[config.mk]
export PLATFORM = sky130hd
export DESIGN_NAME = mem_wb_stage
export DESIGN_NICKNAME = d
export VERILOG_FILES = /design/src/rtl/cpu_pkg.sv /design/src/rtl/dmem_wait_timer.sv /design/src/rtl/mem_wb_stage.sv
export SDC_FILE = /design/constraint.sdc
export NUM_CORES = 1
export LEC_CHECK = 0
export BUFFER_PORTS_ARGS = -buffer_cell sky130_fd_sc_hd__buf_2
export CORE_MARGIN = 2
export CORE_UTILIZATION = 49
export DETAILED_ROUTE_END_ITERATION = 7
export GPL_ROUTABILITY_DRIVEN = 0
export GPL_TIMING_DRIVEN = 0
export PLACE_DENSITY = 0.92
export SLEW_MARGIN = 20
export SYNTH_ARGS = -nofsm -noshare
export SYNTH_HDL_FRONTEND = slang
export SYNTH_SLANG_ARGS = --single-unit
[constraint.sdc]
create_clock -name clk_i -period 2.5 [get_ports clk_i]
set_input_delay 0.5 -clock clk_i [delete_from_list [all_inputs] [get_ports clk_i]]
set_output_delay 0.5 -clock clk_i [all_outputs]
set_load 0.05 [all_outputs]
[src/rtl/cpu_pkg.sv]
// Shared definitions for the MIPS core: opcodes, bundle widths and the MEM-stage
// state encoding used by the MEM/WB slice.
package cpu_pkg;

  localparam int REG_ADDR_W = 5;
  localparam int DATA_W     = 32;

  localparam logic [5:0] OP_RTYPE = 6'h00;
  localparam logic [5:0] OP_LW    = 6'h23;
  localparam logic [5:0] OP_SW    = 6'h2b;

  typedef enum logic [1:0] {
    MEM_EMPTY = 2'd0,
    MEM_ALU   = 2'd1,
    MEM_WAIT  = 2'd2
  } mem_state_e;

  typedef struct packed {
    logic [DATA_W-1:0]     alu_result;
    logic [DATA_W-1:0]     store_data;
    logic [REG_ADDR_W-1:0] rd;
    logic                  reg_write;
    logic                  mem_read;
    logic                  mem_write;
    logic                  mem_to_reg;
    logic                  misaligned;
  } mem_reg_t;

  function automatic logic is_misaligned(input logic [DATA_W-1:0] addr);
    return addr[1:0] != 2'b00;
  endfunction

endpackage

[src/rtl/dmem_wait_timer.sv]
// Counts unacknowledged data-memory request cycles and flags the cycle in which
// the access has waited MEM_TIMEOUT cycles and must be abandoned.
module dmem_wait_timer #(
  parameter int MEM_TIMEOUT = 16
) (
  input  logic clk_i,
  input  logic rst_n_i,
  input  logic clear_i,
  input  logic count_i,
  output logic expire_o
);

  localparam int CNT_W = $clog2(MEM_TIMEOUT + 1);

  logic [CNT_W-1:0] cnt_q, cnt_d;

  always_comb begin
    cnt_d = cnt_q;
    if (clear_i) begin
      cnt_d = '0;
    end else if (count_i) begin
      cnt_d = cnt_q + 1'b1;
    end
  end

  always_ff @(posedge clk_i or negedge rst_n_i) begin
    if (!rst_n_i) begin
      cnt_q <= '0;
    end else begin
      cnt_q <= cnt_d;
    end
  end

  // The MEM_TIMEOUT-th waiting cycle is the last one the request stays high.
  assign expire_o = count_i && (cnt_q == CNT_W'(MEM_TIMEOUT - 1));

endmodule

[src/rtl/mem_wb_stage.sv]
// MEM and WB stages: performs lw/sw over a req/ack data port, holds the MEM/WB
// register that drives the register-file write port, and exports hazard info.
module mem_wb_stage
  import cpu_pkg::*;
#(
  parameter int MEM_TIMEOUT = 16
) (
  input  logic                  clk_i,
  input  logic                  rst_n_i,
  input  logic                  ex_valid_i,
  output logic                  ex_ready_o,
  input  logic [DATA_W-1:0]     ex_alu_result_i,
  input  logic [DATA_W-1:0]     ex_store_data_i,
  input  logic [REG_ADDR_W-1:0] ex_rd_addr_i,
  input  logic                  ex_reg_write_i,
  input  logic                  ex_mem_read_i,
  input  logic                  ex_mem_write_i,
  input  logic                  ex_mem_to_reg_i,
  output logic                  dmem_req_o,
  output logic                  dmem_we_o,
  output logic [DATA_W-1:0]     dmem_addr_o,
  output logic [DATA_W-1:0]     dmem_wdata_o,
  input  logic                  dmem_ack_i,
  input  logic [DATA_W-1:0]     dmem_rdata_i,
  output logic                  wb_reg_write_o,
  output logic [REG_ADDR_W-1:0] wb_rd_addr_o,
  output logic [DATA_W-1:0]     wb_rd_data_o,
  output logic                  m_fwd_valid_o,
  output logic [REG_ADDR_W-1:0] m_rd_addr_o,
  output logic                  m_load_pending_o,
  output logic                  err_o
);

  mem_state_e            state_q, state_d;
  mem_reg_t              m_q, m_d;
  logic                  wb_we_q, wb_we_d;
  logic [REG_ADDR_W-1:0] wb_rd_q, wb_rd_d;
  logic [DATA_W-1:0]     wb_data_q, wb_data_d;
  logic                  err_q, err_d;

  logic in_wait, acked, abort, m_complete, accept, new_mem_op, new_misaligned;

  assign in_wait        = (state_q == MEM_WAIT);
  assign acked          = in_wait & dmem_ack_i;
  assign m_complete     = (state_q == MEM_ALU) | acked | abort;
  assign ex_ready_o     = rst_n_i & ((state_q == MEM_EMPTY) | m_complete);
  assign accept         = ex_valid_i & ex_ready_o;
  assign new_mem_op     = ex_mem_read_i | ex_mem_write_i;
  assign new_misaligned = new_mem_op & is_misaligned(ex_alu_result_i);

  dmem_wait_timer #(.MEM_TIMEOUT(MEM_TIMEOUT)) u_timer (
    .clk_i   (clk_i),
    .rst_n_i (rst_n_i),
    .clear_i (m_complete | accept),
    .count_i (in_wait & ~dmem_ack_i),
    .expire_o(abort)
  );

  always_ff @(posedge clk_i or negedge rst_n_i) begin
    if (!rst_n_i) begin
      state_q <= MEM_EMPTY;
    end else begin
      state_q <= state_d;
    end
  end

  // Misaligned accesses never reach memory; they retire from the ALU state.
  always_comb begin
    state_d = state_q;
    if (accept) begin
      state_d = (new_mem_op && !new_misaligned) ? MEM_WAIT : MEM_ALU;
    end else if (m_complete) begin
      state_d = MEM_EMPTY;
    end
  end

  always_comb begin
    dmem_req_o       = in_wait;
    dmem_we_o        = in_wait & m_q.mem_write;
    dmem_addr_o      = m_q.alu_result;
    dmem_wdata_o     = m_q.store_data;
    m_fwd_valid_o    = (state_q == MEM_ALU) & m_q.reg_write & (m_q.rd != '0) & ~m_q.misaligned;
    m_rd_addr_o      = (state_q == MEM_EMPTY) ? '0 : m_q.rd;
    m_load_pending_o = in_wait & m_q.mem_read;
  end

  always_comb begin
    m_d = m_q;
    if (accept) begin
      m_d.alu_result = ex_alu_result_i;
      m_d.store_data = ex_store_data_i;
      m_d.rd         = ex_rd_addr_i;
      m_d.reg_write  = ex_reg_write_i;
      m_d.mem_read   = ex_mem_read_i;
      m_d.mem_write  = ex_mem_write_i;
      m_d.mem_to_reg = ex_mem_to_reg_i;
      m_d.misaligned = new_misaligned;
    end
    wb_we_d   = 1'b0;
    wb_rd_d   = wb_rd_q;
    wb_data_d = wb_data_q;
    if (m_complete) begin
      wb_rd_d   = m_q.rd;
      wb_data_d = m_q.mem_to_reg ? dmem_rdata_i : m_q.alu_result;
      wb_we_d   = m_q.reg_write & ~m_q.mem_write & (m_q.rd != '0) & ~m_q.misaligned & ~abort;
    end
    err_d = err_q | (accept & new_misaligned) | abort;
  end

  always_ff @(posedge clk_i or negedge rst_n_i) begin
    if (!rst_n_i) begin
      m_q       <= '0;
      wb_we_q   <= 1'b0;
      wb_rd_q   <= '0;
      wb_data_q <= '0;
      err_q     <= 1'b0;
    end else begin
      m_q       <= m_d;
      wb_we_q   <= wb_we_d;
      wb_rd_q   <= wb_rd_d;
      wb_data_q <= wb_data_d;
      err_q     <= err_d;
    end
  end

  assign wb_reg_write_o = wb_we_q;
  assign wb_rd_addr_o   = wb_rd_q;
  assign wb_rd_data_o   = wb_data_q;
  assign err_o          = err_q;

endmodule
* Word level (Yosys, flattened, before mapping)
Index checks and enable logic that the tools add are counted.
** Word-level totals
- Bits in registers :: 120
- Logic and storage cells :: 60
** Operators by class
- $add $sub $neg :: 1
- Equal/unequal tests :: 3
- Multiplexer cells :: 8
- Bitwise gates (word level) :: 26
- Reductions and logical operators :: 8
** Operators with widths (number)
- two-way mux 32 bit :: 1
- AND 1 bit :: 15
- two-way mux 5 bit :: 3
- bitwise OR 1 bit :: 7
- two-way mux 2 bit :: 3
- nonzero test 2 bit :: 3
- adder 5 x 1 -> 5 bit (second input constant) :: 1
- equality test 5 x 4 -> 1 bit (second input constant) :: 1
- nonzero test 5 bit :: 1
- inverter 1 bit :: 4
- equality test 2 x 1 -> 1 bit (second input constant) :: 1
- equality test 2 bit (second input constant) :: 1
- logical AND 1 bit :: 2
- zero test 2 bit :: 1
- zero test 1 bit :: 1
- two-way mux 1 bit :: 1

* Depth between registers and ports, before layout
- Word-level depth :: 10
- Mapped depth :: 7
- Mapped depth without buffers :: 6

* Modules after synthesis
A second synthesis with hierarchy kept.
** Unflattened totals
- Cells, all modules :: 393
- Area, all modules :: 5557.8 µm²
** By module, submodules not included
- mem_wb_stage :: times used 1, cells each 369, area an instance 5272.6 µm², sequential area each 2877.8 µm²
- dmem_wait_timer :: times used 1, cells each 24, area an instance 285.3 µm², sequential area each 125.1 µm²

* Worst setup path after synthesis
Ideal clock, no wire load.
- Path kind :: register to output
- Start point :: register u_timer.cnt_q[0]
- End point :: output ex_ready_o
- Arrival :: 1.609 ns
- Required time :: 2.000 ns
- Setup slack :: 0.391 ns
- Cell stages (with the launch flop) :: 7
- Path buffers :: 0
- Path through :: dfrtp_1 -> ha_1 -> and3_1 -> ha_1 -> o21bai_1 -> nand2_1 -> and2_1
** On the way
- Longest elaborated chain between the ends :: 5
** Ends and longest elaborated chain
- from (decl) :: line dmem_wait_timer.sv:15 : logic [CNT_W-1:0] cnt_q, cnt_d;
- from (signal assigned) :: line dmem_wait_timer.sv:30 : cnt_q <= cnt_d;
- equality test 5 x 4 -> 1 bit :: line dmem_wait_timer.sv:35 : assign expire_o = count_i && (cnt_q == CNT_W'(MEM_TIMEOUT - 1));
- logical AND 1 bit :: line dmem_wait_timer.sv:35
- bitwise OR 1 bit :: line mem_wb_stage.sv:45 : assign m_complete = (state_q == MEM_ALU) | acked | abort;
- bitwise OR 1 bit :: line mem_wb_stage.sv:46 : assign ex_ready_o = rst_n_i & ((state_q == MEM_EMPTY) | m_complete);
- AND 1 bit :: line mem_wb_stage.sv:46
- to (decl) :: line mem_wb_stage.sv:11 : output logic ex_ready_o,
Every way passes these cells.

* Worst setup path in the final report
- Start point :: register u_timer.cnt_q[1]
- End point :: output ex_ready_o
The elaborated chain is that of the path after synthesis.

==> results.md <==
### Outcome
• outcome: finished, final reports clean

### Yosys
• number of flops mapped to enable cells by yosys: 0
• post-synthesis async set-or-reset flop share: 1.00
• part of the Yosys area used for sequential elements: 0.543
• post-synthesis cell type count: 33
• Mapped Nets: 505
• synthesized cell area: 0.00553 mm²
• Gate Count Post-Synth: 394
• register bit total from synthesis: 120
• Yosys warnings: 0
• synthesized area per cell: 14.0 µm²
• primary flip-flop cell chosen by synthesis mapping: sky130_fd_sc_hd__dfrtp_1

### Clock network
• deepest level of the CTS H-tree: 4
• clock edge transition at the registers on the reported setup and hold paths: 0.06 ns
• hold-fix buffer count after cts: 0
• cell at the root of the clock tree: sky130_fd_sc_hd__clkbuf_16
• sinks on the clock net: 120
• Num CTS Buffers: 17
• maximum buffer depth of the clock tree: 2
• clock tree from TritonCTS: built
• clk_lat worst skew: 0.40 ns

### Critical path
• maximum fanout count along the critical path: 3
• beginning of the worst register-to-register path: u_timer.cnt_q[1]
• Register-to-Register Setup Slack: 0.16 ns
• worst r2r path cells: 8
• element type at the critical path start: flip-flop
• Setup CP Type: flip-flop to output pin
• kind of end point of the critical path: output pin
• worst endpoint required time: 2.00 ns
• Arr. time, crit path: 1.93 ns
• r2r endpoint: dmem_wdata_o[15]

### Floorplanning
• die area: 0.0122 mm²
• starting density of the core: 0.506
• die outline height: 110 µm
• number of rows in the core area: 38
• overall die width: 110 µm
• placeable core region: 0.0109 mm²
• number of primary I/O pins: 222

### Global routing
• GRT overflow: 0
• global-route usage over all layers: 0.211
• antenna violations before repair: 0
• maximum number of pins on one net before global-route repair: 67
• wire length of the first global-routing pass: 19.3 mm
• number of global-route vias before repair: 3954

### Pwr
• leakage power total: 3.67 nW
• worst voltage drop across the vdd grid: 0.599 mV
• power density cells: 1110 mW/mm²

### STA
• final number of max-transition violations: 0
• final setup violation count: 0
• RSZ-0062 raised after global routing: no
• maximum achievable frequency: 411 MHz
• Tcrit/Tclk final: 0.974
• worst slew pin tran: 0.667 ns
• number of hold violations in the final report: 0
• Slew HR: 0.555
• Period minus WS final: 2.43 ns
• PnR worst setup slack: 0.0653 ns
• final clock skew: 0.0184 ns

### Place
• IO Port Bufs: 221
• detailed placement HPWL: 9.49 mm
• setup slack at placement: 0.0999 ns
• Placed Area: 0.00685 mm²

### Detailed routing
• 1st-pass router iterations: 4
• total wire length: 12.8 mm
• vias after detailed routing: 3840
• routed len/inst: 16.2 µm
• DRT iter0 DRCs: 98
• count of antenna-violating nets left after detailed routing: 0
• post-detailed-route DRC marker count: 0
• number of vias per cell: 4.87

### Cells and area
• Final Cell Area: 0.00748 mm²
• Final nets: 749
• number of antenna repair diodes: 0
• area growth from synthesis to layout: 35.2%
• most frequent cells in the layout: sky130_fd_sc_hd__buf_2 (224), sky130_fd_sc_hd__mux2_2 (136), sky130_fd_sc_hd__dfrtp_1 (120), sky130_fd_sc_hd__buf_4 (74), sky130_fd_sc_hd__clkbuf_16 (17)
• most common cell after layout, fill and taps aside: sky130_fd_sc_hd__buf_2
• fraction of layout cells with a size suffix above 1: 0.729
• count of fill cells added during filler insertion: 762

### Min path
• Worst Hold Class: input port to asynchronous set/reset pin

### Flow run
• max capacitance violation total: 0

## Yosys cell counts, drive strengths merged (2+ instances only)
master	count	area share
nor2b	6	0.0068
a211oi	2	0.0036
nand2b	2	0.0023
inv	2	0.0014
nor3	3	0.0027
nand2	3	0.0020
and2	3	0.0034
mux2	143	0.29
buf	77	0.10
nor2	7	0.0047
ha	2	0.0045
o21ai	5	0.0052
clkbuf	4	0.0027
dfrtp	120	0.54
xnor2	2	0.0032
## final cells by class
class | count | area (µm²) | area share
inverter | 2 | 7.51 | 0.00100
clock inverter | 7 | 92.6 | 0.0124
sequential | 120 | 3000 | 0.401
buffer | 81 | 584 | 0.0781
timing repair buffer | 225 | 1170 | 0.156
clock buffer | 23 | 498 | 0.0666
multi-input combinational | 191 | 1950 | 0.261
tap | 140 | 175 | 0.0234
## power breakdown
| group | internal, mW | switching (mW) | leakage [nW] |
|---|---|---|---|
| logic | 1.07 | 2.15 | 1.97 |
| clock network | 1.58 | 0.813 | 0.283 |
| registers | 2.40 | 0.269 | 1.42 |
## state kept, by name, summed over array words and instances (netlist names)
| register | cells |
|---|---|
| dmem_wdata_o | 32 |
| err_o | 1 |
| m_q | 10 |
| dmem_addr_o | 32 |
| wb_rd_data_o | 32 |
| wb_rd_addr_o | 5 |
| wb_reg_write_o | 1 |
| state_q | 2 |
| u_timer.cnt_q | 5 |
## critical path, stage by stage, from the launching register on
cell and delay, ns:
sky130_fd_sc_hd__dfrtp_1 0.40, sky130_fd_sc_hd__ha_1 0.19, sky130_fd_sc_hd__and3_1 0.18, sky130_fd_sc_hd__ha_2 0.21, sky130_fd_sc_hd__o21bai_4 0.15, sky130_fd_sc_hd__nand2_1 0.07, sky130_fd_sc_hd__and2_1 0.17, sky130_fd_sc_hd__buf_6 0.15
## worst max path at each step
stage / from / endpoint / slack [ns] / cells past startpoint
floorplan: u_timer.cnt_q[0] / ex_ready_o / 0.39 / 6
global placement: rst_n_i / dmem_wdata_o[16] / -1.60 / 5
detailed placement: rst_n_i / dmem_wdata_o[16] / 0.1 / 5
CTS: u_timer.cnt_q[0] / ex_ready_o / 0.03 / 7
global route: u_timer.cnt_q[1] / ex_ready_o / 0.003 / 7
finish: u_timer.cnt_q[1] / ex_ready_o / 0.07 / 7
## repair_timing
item | CTS | global route
pin swaps | 1 | 0
endpoints found under the setup margin | 1 | 2
buffers inserted | 2 | 1
gates resized for setup | 3 | 3
cloned | 0 | 0
endpoints found under the hold margin | 0 | 0
## cell families after synthesis
group,count (synthesis),synth area share
flip-flops,120,0.543
multiplexers,144,0.293
AO/OA/AOI/OAI,12,0.0181
XOR/XNOR,2,0.00317
buffers and inverters,83,0.107
AND/OR/NAND/NOR,31,0.0317
adder cells (fa/ha/maj),2,0.00452
## per-stage QoR
stage,total power [mW],setup TNS (ns),cells,util,hold WS (ns)
2_1_floorplan,5.15,0,394,-,0.204
3_3_place_gp,5.83,-179.05,755,0.623,0.431
3_5_place_dp,5.93,0,756,0.626,0.444
4_1_cts,8.36,0,788,0.682,0.0722
5_1_grt,8.64,0,789,0.684,0.0979
6_report,8.29,0,789,0.684,0.0489
## per-layer routing
metal	vias up	track usage	wire length [µm]
li1	1799	-	-
met1	1868	0.245	5090
met2	160	0.364	6470
met3	13	0.0711	1070
met4	0	0.0741	126
met5	-	0	0
Power figures use the tool's default switching activity.
